<file path="config.mk">
export PLATFORM = sky130hd
export DESIGN_NAME = taxi_eth_mac_tx_sched
export DESIGN_NICKNAME = d
export VERILOG_FILES = /design/src/rtl/taxi_eth_sched_pkg.sv /design/src/rtl/taxi_rr_arb.sv /design/src/rtl/taxi_eth_mac_tx_sched.sv
export SDC_FILE = /design/constraint.sdc
export NUM_CORES = 1
export LEC_CHECK = 0
export BUFFER_PORTS_ARGS = -buffer_cell sky130_fd_sc_hd__buf_4
export CORE_AREA = 5 5 159 161
export DETAILED_ROUTE_END_ITERATION = 7
export DIE_AREA = 0 0 164 166
export PLACE_DENSITY = 0.47
export RECOVER_POWER = 100
export SYNTH_ARGS = -nofsm -noshare
export SYNTH_HDL_FRONTEND = slang
export SYNTH_SLANG_ARGS = --single-unit
export TNS_END_PERCENT = 10
</file>
<file path="constraint.sdc">
create_clock -name tx_clk -period 2.8 [get_ports tx_clk]
set_input_delay 0.56 -clock tx_clk [delete_from_list [all_inputs] [get_ports tx_clk]]
set_output_delay 0.56 -clock tx_clk [all_outputs]
set_load 0.005 [all_outputs]
</file>
<file path="src/rtl/taxi_eth_sched_pkg.sv">
// Shared types and constants for the MAC TX packet scheduler.
package taxi_eth_sched_pkg;

   typedef enum logic [0:0] {
      ST_IDLE = 1'b0,
      ST_XFER = 1'b1
   } sched_state_t;

   localparam int CNT_W = 4;

endpackage

</file>
<file path="src/rtl/taxi_rr_arb.sv">
// Combinational round-robin pick: first requester at or after ptr, wrapping at PORTS-1.
module taxi_rr_arb #(
   parameter int PORTS = 4,
   parameter int IDX_W = 2
) (
   input  logic [PORTS-1:0] req,
   input  logic [IDX_W-1:0] ptr,
   output logic [PORTS-1:0] gnt_oh,
   output logic [IDX_W-1:0] gnt_idx,
   output logic             gnt_vld
);

   logic [IDX_W:0]   sum;
   logic [IDX_W-1:0] cand;

   always_comb begin
      gnt_oh  = '0;
      gnt_idx = '0;
      gnt_vld = 1'b0;
      sum     = '0;
      cand    = '0;
      for (int i = 0; i < PORTS; i++) begin
         // one extra bit so ptr+i cannot overflow before the modulo fold
         sum = {1'b0, ptr} + (IDX_W+1)'(i);
         if (sum >= (IDX_W+1)'(PORTS)) sum = sum - (IDX_W+1)'(PORTS);
         cand = sum[IDX_W-1:0];
         if (!gnt_vld && req[cand]) begin
            gnt_vld = 1'b1;
            gnt_idx = cand;
         end
      end
      gnt_oh[gnt_idx] = gnt_vld;
   end

endmodule

</file>
<file path="src/rtl/taxi_eth_mac_tx_sched.sv">
// Packet-granular round-robin scheduler in front of one MAC TX sink; tags tid with the
// source port, routes completions back and limits in-flight packets per port.
module taxi_eth_mac_tx_sched
   import taxi_eth_sched_pkg::*;
#(
   parameter int PORTS   = 4,
   parameter int DATA_W  = 64,
   parameter int KEEP_W  = 8,
   parameter int USER_W  = 1,
   parameter int ID_W    = 8,
   parameter int MAX_OUT = 4
) (
   input  logic                      tx_clk,
   input  logic                      tx_rst_n,
   input  logic                      cfg_enable,
   input  logic [PORTS*DATA_W-1:0]   s_axis_tdata,
   input  logic [PORTS*KEEP_W-1:0]   s_axis_tkeep,
   input  logic [PORTS-1:0]          s_axis_tvalid,
   output logic [PORTS-1:0]          s_axis_tready,
   input  logic [PORTS-1:0]          s_axis_tlast,
   input  logic [PORTS*USER_W-1:0]   s_axis_tuser,
   output logic [DATA_W-1:0]         m_axis_tx_tdata,
   output logic [KEEP_W-1:0]         m_axis_tx_tkeep,
   output logic                      m_axis_tx_tvalid,
   input  logic                      m_axis_tx_tready,
   output logic                      m_axis_tx_tlast,
   output logic [USER_W-1:0]         m_axis_tx_tuser,
   output logic [ID_W-1:0]           m_axis_tx_tid,
   input  logic                      s_axis_cpl_tvalid,
   input  logic [ID_W-1:0]           s_axis_cpl_tid,
   output logic                      s_axis_cpl_tready,
   output logic [PORTS-1:0]          cpl_valid,
   output logic [PORTS*CNT_W-1:0]    stat_outstanding,
   output logic                      stat_cpl_err
);

   localparam int IDX_W = (PORTS > 1) ? $clog2(PORTS) : 1;

   logic [PORTS-1:0][DATA_W-1:0] tdata_a;
   logic [PORTS-1:0][KEEP_W-1:0] tkeep_a;
   logic [PORTS-1:0][USER_W-1:0] tuser_a;

   assign tdata_a = s_axis_tdata;
   assign tkeep_a = s_axis_tkeep;
   assign tuser_a = s_axis_tuser;

   sched_state_t                state_q, state_d;
   logic [IDX_W-1:0]            grant_q, grant_d;
   logic [IDX_W-1:0]            ptr_q, ptr_d;
   logic [PORTS-1:0][CNT_W-1:0] cnt_q, cnt_d;
   logic [PORTS-1:0]            cpl_vld_q, cpl_vld_d;
   logic                        cpl_err_q, cpl_err_d;
   logic                        cpl_rdy_q;

   logic [PORTS-1:0]            elig;
   logic [PORTS-1:0]            arb_oh;
   logic [IDX_W-1:0]            arb_idx;
   logic                        arb_vld;
   logic                        xfer, beat, take;
   logic                        cpl_take, cpl_hit;
   logic [IDX_W-1:0]            cpl_idx;

   // the in-flight cap is what keeps the 4-bit counters from ever wrapping
   always_comb begin
      elig = '0;
      for (int p = 0; p < PORTS; p++)
         elig[p] = s_axis_tvalid[p] & (cnt_q[p] < CNT_W'(MAX_OUT)) & cfg_enable;
   end

   taxi_rr_arb #(
      .PORTS (PORTS),
      .IDX_W (IDX_W)
   ) u_arb (
      .req     (elig),
      .ptr     (ptr_q),
      .gnt_oh  (arb_oh),
      .gnt_idx (arb_idx),
      .gnt_vld (arb_vld)
   );

   // datapath is a pure mux on the registered grant, so tid holds for the whole packet
   assign xfer             = (state_q == ST_XFER);
   assign m_axis_tx_tdata  = tdata_a[grant_q];
   assign m_axis_tx_tkeep  = tkeep_a[grant_q];
   assign m_axis_tx_tuser  = tuser_a[grant_q];
   assign m_axis_tx_tlast  = s_axis_tlast[grant_q];
   assign m_axis_tx_tvalid = xfer & s_axis_tvalid[grant_q];
   assign m_axis_tx_tid    = ID_W'(grant_q);
   assign beat             = m_axis_tx_tvalid & m_axis_tx_tready;

   always_comb begin
      s_axis_tready = '0;
      if (xfer) s_axis_tready[grant_q] = m_axis_tx_tready;
   end

   assign cpl_idx  = s_axis_cpl_tid[IDX_W-1:0];
   assign cpl_take = s_axis_cpl_tvalid & cpl_rdy_q;
   assign cpl_hit  = cpl_take & (s_axis_cpl_tid < ID_W'(PORTS)) & (cnt_q[cpl_idx] != '0);

   always_comb begin
      state_d   = state_q;
      grant_d   = grant_q;
      ptr_d     = ptr_q;
      cnt_d     = cnt_q;
      cpl_vld_d = '0;
      cpl_err_d = cpl_err_q;
      take      = 1'b0;
      case (state_q)
         ST_IDLE: begin
            if (arb_vld) begin
               take    = 1'b1;
               grant_d = arb_idx;
               state_d = ST_XFER;
            end
         end
         ST_XFER: begin
            if (beat && m_axis_tx_tlast) begin
               ptr_d   = (grant_q == IDX_W'(PORTS-1)) ? '0 : grant_q + 1'b1;
               state_d = ST_IDLE;
            end
         end
         default: state_d = ST_IDLE;
      endcase
      if (cpl_hit) cpl_vld_d[cpl_idx] = 1'b1;
      if (cpl_take && !cpl_hit) cpl_err_d = 1'b1;
      // a grant and a completion on the same port in one cycle cancel out
      for (int p = 0; p < PORTS; p++) begin
         if (take && arb_oh[p] && !cpl_vld_d[p])
            cnt_d[p] = cnt_q[p] + 1'b1;
         else if (!(take && arb_oh[p]) && cpl_vld_d[p])
            cnt_d[p] = cnt_q[p] - 1'b1;
      end
   end

   always_ff @(posedge tx_clk or negedge tx_rst_n) begin
      if (!tx_rst_n) begin
         state_q   <= ST_IDLE;
         grant_q   <= '0;
         ptr_q     <= '0;
         cnt_q     <= '0;
         cpl_vld_q <= '0;
         cpl_err_q <= 1'b0;
         cpl_rdy_q <= 1'b0;
      end else begin
         state_q   <= state_d;
         grant_q   <= grant_d;
         ptr_q     <= ptr_d;
         cnt_q     <= cnt_d;
         cpl_vld_q <= cpl_vld_d;
         cpl_err_q <= cpl_err_d;
         cpl_rdy_q <= 1'b1;
      end
   end

   assign s_axis_cpl_tready = cpl_rdy_q;
   assign cpl_valid         = cpl_vld_q;
   assign stat_outstanding  = cnt_q;
   assign stat_cpl_err      = cpl_err_q;

endmodule
</file>
==> results of run 1 <==
registers in the layout (all words and copies together) (netlist names):
register	cells
s_axis_cpl_tready	1
cpl_valid	4
stat_outstanding	16
ptr_q	2
stat_cpl_err	1
state_q	1
grant_q	2
power by group:
part	total [uW]	switching (uW)	internal (uW)	leakage (uW)
clock network	341	146	195	0.0000371
logic	4070	1580	2490	0.00308
registers	740	202	538	0.000335
total	5150	1930	3220	0.00345
path summary, 6_finish.rpt:
kind	start	end	slack [ns]	depth (start not counted)
max	cfg_enable	stat_outstanding[11]	0.13	12
max in group asynchronous	tx_rst_n	grant_q[0]	1.02	1
min reg2reg	stat_cpl_err	stat_cpl_err	0.49	2
max reg2reg	stat_outstanding[2]	stat_outstanding[7]	0.15	11
min	stat_cpl_err	stat_cpl_err	0.49	2
min in group asynchronous	tx_rst_n	stat_outstanding[12]	0.67	1
cells in the final DEF (no fill, tap or decap), drive strengths merged, types with 5 or more instances in the layout:
cell type	n
a21oi	5
nor2	13
xnor2	12
mux2	5
inv	8
dfrtp	27
conb	7
nand2	12
mux4	75
clkbuf	17
and3	6
o21ai	6
buf	441
ha	16
worst max-delay path: cells and delay by family:
family | cells | cell delay (ns)
simple gates | 3 | 0.80
mux | 1 | 0.22
compound gates | 3 | 0.51
xor+xnor | 1 | 0.13
fa+ha+maj | 2 | 0.46
buf+inv | 2 | 0.19
per-layer routing:
layer | share of wire (%) | up-vias
met3 | 8.8 | 12
met1 | 40 | 2139
met4 | 0.56 | 2
li1 | - | 1950
met5 | 0.049 | -
met2 | 50 | 219
final cells by class:
type	instances	area, sq um
well taps	324	405.4
clock buffers	3	75.07
flip-flops and latches	27	683.2
repair buffers	455	3440
inverters	8	30.03
clock inverters	1	7.507
fillers	2527	16280
multi-input cells	206	2897
kinds of logic (layout without fill, tap and decap cells):
group | after synthesis | after routing | synth area share [%]
mux | 84 | 84 | 50.32
buf+inv | 31 | 467 | 4.619
simple gates | 55 | 55 | 8.956
compound gates | 28 | 28 | 5.995
other cells | 2 | 7 | 0.2116
flops | 27 | 27 | 19.04
xor+xnor | 12 | 12 | 2.962
fa+ha+maj | 20 | 20 | 7.898
through the flow:
stage / utilization [%] / power (uW) / area (sq um) / std cells / worst slack (ns)
finish: 31.64 / 5147 / 7537 / 1024 / 0.1309
global route: 31.64 / 5515 / 7537 / 1024 / -0.02976
CTS: 30.90 / 5087 / 7361 / 1019 / -0.01185
detailed placement: 30.54 / 4730 / 7274 / 1015 / -0.2452
global placement: 30.54 / 4718 / 7274 / 1015 / -0.2060
floorplan: - / 2682 / 3567 / 264 / 0.03026
repair_timing:
| item | 4_1_cts | 5_1_grt |
|---|---|---|
| gates resized for setup | 1 | 26 |
| pin swaps | 0 | 22 |
| hold buffers | 0 | 0 |
| endpoints found under the setup margin | 3 | 12 |
| setup buffers | 0 | 5 |
==> metrics.csv, run 1 <==
metric;value;unit
critPathArrivalTime;2.87;ns
synth-edff-count;0;
fp-row-count;57;
vias_per_cell;4.221;
min-delay-path-class;register to register;
postRouteAntennaNets;0;
ys_seq_area_share;19.04;%
cts_htree_levels;1;
rsz0062_at_grt;yes;
nNetsFinal;1034;
fin_hold_ws;0.4935;ns
die_y;166;um
setup_viol;0;
grt.met3_usage;3.202;%
yosys-top-cells-count;mux4_2 (75), dfrtp_1 (27), ha_1 (16);
critPathCaptureType;register;
synthTopCellsByArea;mux4_2 (48%), dfrtp_1 (19%), ha_1 (5.6%);
drive_gt1_share;80.86;%
drv_cap;1;
worstPathCellList;buf_4, and4bb_4, or3_1, o211ai_1, nor3b_2, ha_2, inv_1, ha_1, a21o_1, a21oi_2, mux2i_1, xnor2_1;
worstSetupStartpointType;input port;
die-area;27220;sq um
drt_iter0_drc;189;
diodes;0;
setup_tns;0;ns
finalHoldViolCount;0;
numCtsBuffers;3;
synthDistinctLibCells;44;
min_period_over_period;95.33;%
synthCells;259;
port_buffers;415;
critical_path.max_fanout;5;
clkSinkCount;27;
worstPathRequired;3.00;ns
track_usage;14.82;%
ir_drop;0.3428;mV
grt_pass1_wl;30680;um
synth_top_area_share;47.60;%
clk_pin_slew;0.07;ns
relSlewSlack;-4.375;%
finalClockSkew;0.004421;ns
finalMaxSlewViolations;28;
synth_area_leader_cell;mux4_2;
wl;22270;um
power_leakage;0.003451;uW
yosysWarnings;0;
grt_use_met1;19.26;%
clock_latency;0.27;ns
ys.flop_type;dfrtp_1;
area_growth_syn_to_layout;112.4;%
cts.path.max_buffers;2;
hpwl;19880;um
powerDensity;682.8;nW/um^2
status;finished with violations;
worstSetupPathType;input port to register;
synth.most_common_cell;mux4_2;
slowest_stage;or3_1;
clockRootBuffer;clkbuf_16;
slowest_delay;0.35;ns
core;23820;sq um
grt_pass1_vias;4528;
synth_seq_cells;27;
ios;422;
period_needed;2.669;ns
dr.pass1.iters;6;
tightest_slew;1.566;ns
start_util;14.90;%
cts_tree;yes;
syn_area;3548;sq um
async_flop_share;100.0;%
top_usage_layer;met2;
antenna_found_initial;2;
grt-ovfl-total;0;
gp_congestion;0.8528;
max_freq;374.7;MHz
route.detailed.drc;0;
vias;4322;
use_met2;26.19;%
violations;capacitance limit, slew limit;
grt_max_degree;45;
wl_per_cell;21.75;um
syn_avg_cell_area;13.70;sq um
die-width;164;um
Note: power is estimated with default switching activity, not from simulation.
==> inputs of run 2 (changes only) <==
Settings changed: CORE_AREA 5 5 159 161 to 5 5 160 162, DIE_AREA 0 0 164 166 to 0 0 165 167, PLACE_DENSITY 0.47 to 0.48, SYNTH_HIERARCHICAL set to 1.
==> run 2 against run 1 <==
The flow finishes with violations (capacitance limit, slew limit, setup timing); register-to-register slack got worse by 0.15 ns; power increased by 16%; clock skew grew 0.00074 ns; die area increased by 1.2%; routed wire length grew 14%; via count up 8.3%; synthesized area grew 4.4%; critical path depth stayed put; maximum frequency is 12% lower; clock power about the same; combinational power increased by 20%; sequential power up 0.5%.
==> metrics.csv, run 2 <==
metric;value;unit;change
vias;4680;;+8.3%
die_y;167;um;+0.60%
gp_congestion;0.9118;;+6.9%
synth_top_area_share;46.20;%;-1.4 points
worstSetupPathType;input port to register;;
finalWorstSetupSlack;-0.2239;ns;-0.3548 ns
critPathMostFrequentCell;ha_4;;
start_util;15.46;%;+0.56 points
critPathCaptureType;register;;
synthTopCellsByArea;mux4_2 (46%), dfrtp_1 (18%), ha_1 (5.4%);;
ctsHoldBuffers;0;;unchanged
synth-edff-count;0;;unchanged
syn_area;3705;sq um;+4.4%
die-width;165;um;+0.61%
maxUsedRoutingLayer;met5;;
m1WireLength;9334;um;+4.3%
slowest_stage;or4_4;;
max_freq;330.7;MHz;-12%
vias_per_cell;4.349;;+3.1%
ys.flop_type;dfrtp_1;;
grt_pass1_wl;34040;um;+11%
synth.most_common_cell;mux4_2;;
drv_cap;1;;unchanged
yosysWarnings;6;;+6
wl_met2;13330;um;+19%
min-delay-path-class;register to register;;
worstPathCellList;buf_6, or4_1, or4_4, nor4b_4, inv_1, ha_4, inv_4, ha_4, a21o_1, a21oi_2, mux2i_1, o31ai_1;;
layout_commonest_cell;buf_4;;
async_flop_share;100.0;%;unchanged
setup_viol;8;;+8
critPathArrivalTime;3.18;ns;+0.31 ns
route.met3.wl;2249;um;+15%
clk_pin_slew;0.07;ns;about the same
period_needed;3.024;ns;+0.3548 ns
largest_register_ffs;16;;unchanged
clock_latency;0.27;ns;about the same
track_usage;16.91;%;+2.1 points
min_period_over_period;108.0;%;+13 points
yosys-top-cells-count;mux4_2 (76), dfrtp_1 (27), nand2_1 (22);;
ir_drop;0.4447;mV;+30%
tightest_slew;1.577;ns;+0.01161 ns
fp-row-count;57;;unchanged
syn_avg_cell_area;12.43;sq um;-9.3%
violations;capacitance limit, slew limit, setup timing;;
cts.path.max_buffers;2;;unchanged
grt_pass1_vias;4798;;+6.0%
status;finished with violations;;
clockRootBuffer;clkbuf_16;;
dr.pass1.iters;4;;-2
nNetsFinal;1082;;+4.6%
final_cell_mix;buf_4 (456), mux4_2 (76), dfrtp_1 (25);;
powerDensity;758.3;nW/um^2;+11%
synthCells;298;;+15%
critical_path.max_fanout;4;;-1
area_growth_syn_to_layout;111.9;%;
core;23960;sq um;+0.60%
power_leakage;0.003575;uW;+3.6%
grt_max_degree;52;;+16%
cts_tree;yes;;
antenna_found_initial;8;;+6
numCtsBuffers;3;;unchanged
ys_seq_area_share;18.24;%;-0.80 points
port_buffers;415;;unchanged
wl_per_cell;23.54;um;+8.2%
wl;25330;um;+14%
synth_seq_cells;27;;unchanged
p_total;5951;uW;+16%
grt-ovfl-total;0;;unchanged
pre_cts_ws;-0.6420;ns;-0.3967 ns
finalHoldViolCount;0;;unchanged
drt_iter0_drc;296;;+57%
worstPathRequired;2.95;ns;-0.05 ns
route.detailed.drc;0;;unchanged
fin_hold_ws;0.4894;ns;-0.004144 ns
finalClockSkew;0.005157;ns;+0.0007356 ns
ios;422;;unchanged
slowest_delay;0.57;ns;+0.22 ns
hpwl;23010;um;+16%
synthDistinctLibCells;43;;-2.3%
rsz0062_at_grt;yes;;
synth_area_leader_cell;mux4_2;;
drive_gt1_share;78.21;%;-2.6 points
relSlewSlack;-5.149;%;-0.77 points
clkSinkCount;27;;unchanged
postRouteAntennaNets;0;;unchanged
cts_htree_levels;1;;unchanged
die-area;27560;sq um;+1.2%
finalMaxSlewViolations;28;;unchanged
worstSetupStartpointType;input port;;
run 2: cell types whose count changed in the layout (fill, tap and decap cells not counted), sizes merged, moves of 3 or more:
cell / change
nand2: +10
xnor2: -4
inv: +5
clkbuf: -6
and4bb: -4
nor3: +15
o31ai: +3
nor2: -7
o21ai: +7
a2111oi: +4
diode: +4
a21oi: +4
nand2b: +3
buf: +21
run 2: area by class of cell:
type                    count  area, sq um
clock inverters             1        5.005
diodes                      4        10.01
repair buffers            470         3575
flip-flops and latches     27        683.2
well taps                 324        405.4
inverters                  13        58.81
clock buffers               3        75.07
multi-input cells         234         3037
fillers                  2531        16110
run 2: stage by stage:
| stage | util [%] | instances | setup TNS (ns) | instance area [sq um] |
|---|---|---|---|---|
| after global routing | 32.75 | 1076 | -1.560 | 7849 |
| after CTS | 32.67 | 1072 | -0.7008 | 7828 |
| after detailed placement | 32.23 | 1068 | -5.689 | 7724 |
| after global placement | 32.23 | 1068 | -5.338 | 7724 |
| after floorplan | - | 303 | -2.802 | 3879 |
| final | 32.75 | 1076 | -0.6385 | 7849 |
run 2: timing repair:
| item | in CTS | in global routing |
|---|---|---|
| pin swaps | 7 | 0 |
| gates resized for setup | 5 | 5 |
| setup buffers | 0 | 0 |
| endpoints found under the setup margin | 12 | 11 |
run 2: final timing paths:
check	startpoint	endpoint	slack, ns	cells after the start
min reg2reg	stat_cpl_err	stat_cpl_err	0.49	1
max reg2reg	stat_outstanding[15]	stat_outstanding[7]	0	11
max	s_axis_cpl_tid[2]	stat_outstanding[7]	-0.22	12
min	stat_cpl_err	stat_cpl_err	0.49	1
max in group asynchronous	tx_rst_n	grant_q[1]	1.00	1
min in group asynchronous	tx_rst_n	stat_outstanding[12]	0.67	1
run 2: cells by family (layout without fill, tap and decap cells):
logic type | after synthesis | after routing | share of synthesized area (%)
and+or+nand+nor | 72 | 72 | 10.50
muxes | 85 | 85 | 48.80
DFF | 27 | 27 | 18.24
adders and majority gates | 20 | 20 | 7.565
other | 2 | 11 | 0.2027
xor gates and xnor gates | 8 | 8 | 1.891
buffers and inverters | 42 | 487 | 5.268
AOI/OAI and AO/OA | 42 | 42 | 7.532
run 2: critical path, delay by kind of cell:
kind                       cells  cell delay, ns
AOI/OAI and AO/OA              3            0.43
muxes                          1            0.20
adders and majority gates      2            0.37
buffers and inverters          3            0.28
and+or+nand+nor                3            1.34
run 2: power breakdown:
part / leakage [uW] / switching, uW / internal [uW]
clock: 0.0000409 / 148 / 194
combinational: 0.00320 / 2000 / 2870
sequential: 0.000336 / 202 / 542
run 2: routing by layer:
layer | global-route usage, % | vias to the layer above
li1 | - | 2118
met2 | 30.02 | 226
met1 | 20.52 | 2306
met5 | 0 | -
met4 | 3.508 | 6
met3 | 4.276 | 24
==> inputs of run 3 (changes only) <==
Settings changed: PLACE_DENSITY 0.48 to unset.
==> run 3 against run 2 <==
The flow still finishes with violations (capacitance limit, slew limit, setup timing); power increased by 1.8%; largest power group unchanged; critical endpoint unchanged; combinational power about the same; die area unchanged; first-iteration DRC count decreased by 8.4%; via count increased by 0.71%; clock skew decreased by 0.0031 ns; sequential power increased by 11%; largest cell class unchanged; worst setup slack improved by 0.0097 ns.
==> metrics.csv, run 3 (synthesis results as in run 2) <==
metric;value;unit;change
placedCellCount;1067;;-0.094%
final_cell_mix;buf_4 (457), mux4_2 (76), dfrtp_1 (25);;
finalWorstSetupSlack;-0.2142;ns;+0.009738 ns
die-area;27560;sq um;unchanged
postRouteAntennaNets;0;;unchanged
r2r-start;stat_outstanding[15];;
endpoint;stat_outstanding[7];;
area_growth_syn_to_layout;112.5;%;
r2r-end;stat_outstanding[7];;
grt_pass1_vias;4979;;+3.8%
violations;capacitance limit, slew limit, setup timing;;
die_y;167;um;unchanged
cts_htree_levels;1;;unchanged
worstSetupStartpointType;input port;;
setup_viol;7;;-1
grt_max_degree;38;;-27%
die-width;165;um;unchanged
min_period_over_period;107.6;%;-0.35 points
clock_latency;0.26;ns;about the same
ctsHoldBuffers;0;;unchanged
tightest_slew;1.537;ns;-0.04017 ns
worstSetupPathType;input port to register;;
clkSinkCount;27;;unchanged
clockRootBuffer;clkbuf_16;;
dr.pass1.iters;4;;unchanged
antenna_found_initial;4;;-4
critPathCaptureType;register;;
finalClockSkew;0.002096;ns;-0.003061 ns
drv_cap;1;;unchanged
critical_path.max_fanout;4;;unchanged
layout_commonest_cell;buf_4;;
wl;25760;um;+1.7%
cts_tree;yes;;
wl_per_cell;23.92;um;+1.6%
ir_drop;0.3588;mV;-19%
vias;4713;;+0.71%
nNetsFinal;1083;;+0.092%
critPathArrivalTime;3.16;ns;-0.02 ns
critPathMostFrequentCell;ha_4;;
slowest_stage;or4_4;;
p_total;6061;uW;+1.8%
post-route-util;32.85;%;+0.099 points
route.detailed.drc;0;;unchanged
finalHoldViolCount;0;;unchanged
gp_congestion;0.9110;;about the same
max_freq;331.8;MHz;+0.32%
crit_start;s_axis_cpl_tid[2];;
fin_cells;1077;;+0.093%
largest_register_ffs;16;;unchanged
start_util;15.46;%;unchanged
setup_tns;-0.7886;ns;-0.1501 ns
grt.met3_usage;5.190;%;+0.91 points
track_usage;17.17;%;+0.27 points
fp-row-count;57;;unchanged
numCtsBuffers;3;;unchanged
period_needed;3.014;ns;-0.009738 ns
grt_use_met1;21.40;%;+0.88 points
core;23960;sq um;unchanged
power_leakage;0.003593;uW;+0.51%
slowest_delay;0.57;ns;about the same
grt-ovfl-total;0;;unchanged
rrSetupSlack;0.03;ns;+0.03 ns
powerDensity;769.9;nW/um^2;+1.5%
cts.path.max_buffers;2;;unchanged
rsz0062_at_grt;yes;;
hpwl;23360;um;+1.5%
port_buffers;415;;unchanged
relSlewSlack;-2.471;%;+2.7 points
clk_pin_slew;0.07;ns;about the same
worstPathRequired;2.94;ns;about the same
grt_pass1_wl;34710;um;+2.0%
worstPathCellList;buf_6, or4_1, or4_4, nor4b_4, inv_1, ha_4, inv_4, ha_4, a21o_1, a21oi_2, mux2i_1, o31ai_1;;
top_usage_layer;met2;;
vias_per_cell;4.376;;+0.61%
status;finished with violations;;
min-delay-path-class;register to register;;
r2r.worst_path.cells;11;;unchanged
drive_gt1_share;78.50;%;+0.30 points
use_met2;29.60;%;-0.43 points
finalMaxSlewViolations;28;;unchanged
drt_iter0_drc;271;;-8.4%
ios;422;;unchanged
==> run 3: changes by cell type in the layout (fill, tap and decap cells not counted), sizes merged <==
| cell | delta |
|---|---|
| buf | +2 |
| clkbuf | -1 |
==> run 3: final cells by class <==
type                            count  area (sq um)
Fill cell                        2499         16090
Timing Repair Buffer              471          3590
Multi-Input combinational cell    234          3045
Sequential cell                    27         683.2
Tap cell                          324         405.4
Clock buffer                        3         75.07
Inverter                           13         58.81
Antenna cell                        4         10.01
Clock inverter                      1         5.005
==> run 3: how the worst min path moves through the flow <==
stage,startpoint,end,slack [ns],depth (start not counted)
after global routing,stat_cpl_err,stat_cpl_err,0.50,1
after floorplan,tx_rst_n,cpl_valid[0],0.26,0
after detailed placement,stat_cpl_err,stat_cpl_err,0.46,1
final,stat_cpl_err,stat_cpl_err,0.48,1
after CTS,tx_rst_n,stat_outstanding[7],0.22,1
after global placement,stat_cpl_err,stat_cpl_err,0.46,1
==> run 3: what timing repair did <==
item	CTS	global route
resized for setup	2	11
setup endpoints to repair	12	12
buffers inserted	2	0
pin swaps	4	2
==> run 3: stage by stage <==
stage	hold slack [ns]	area, sq um	setup WS, ns
final	0.4812	7873	-0.2142
after floorplan	0.2644	3879	-0.3838
after global placement	0.4629	7716	-0.5479
after global routing	0.4997	7865	-0.3755
after CTS	0.2201	7819	-0.1944
after detailed placement	0.4647	7716	-0.5913
==> run 3: worst max-delay path, delay by kind of cell <==
family          cells  cell delay [ns]
simple gates        3             1.33
compound gates      3             0.42
fa+ha+maj           2             0.37
buf+inv             3             0.27
mux                 1             0.20
==> run 3: routing by layer <==
metal  vias up  part of all wire (%)
met4         2                   1.1
met5         -                 0.050
met2       261                    51
met1      2308                    37
li1       2125                     -
met3        17                    11
==> run 3: power breakdown <==
group | internal, uW | leakage, uW | switching, uW
clock | 193 | 0.0000409 | 137
sequential | 541 | 0.000336 | 288
combinational | 2890 | 0.00322 | 2020
total | 3620 | 0.00359 | 2440
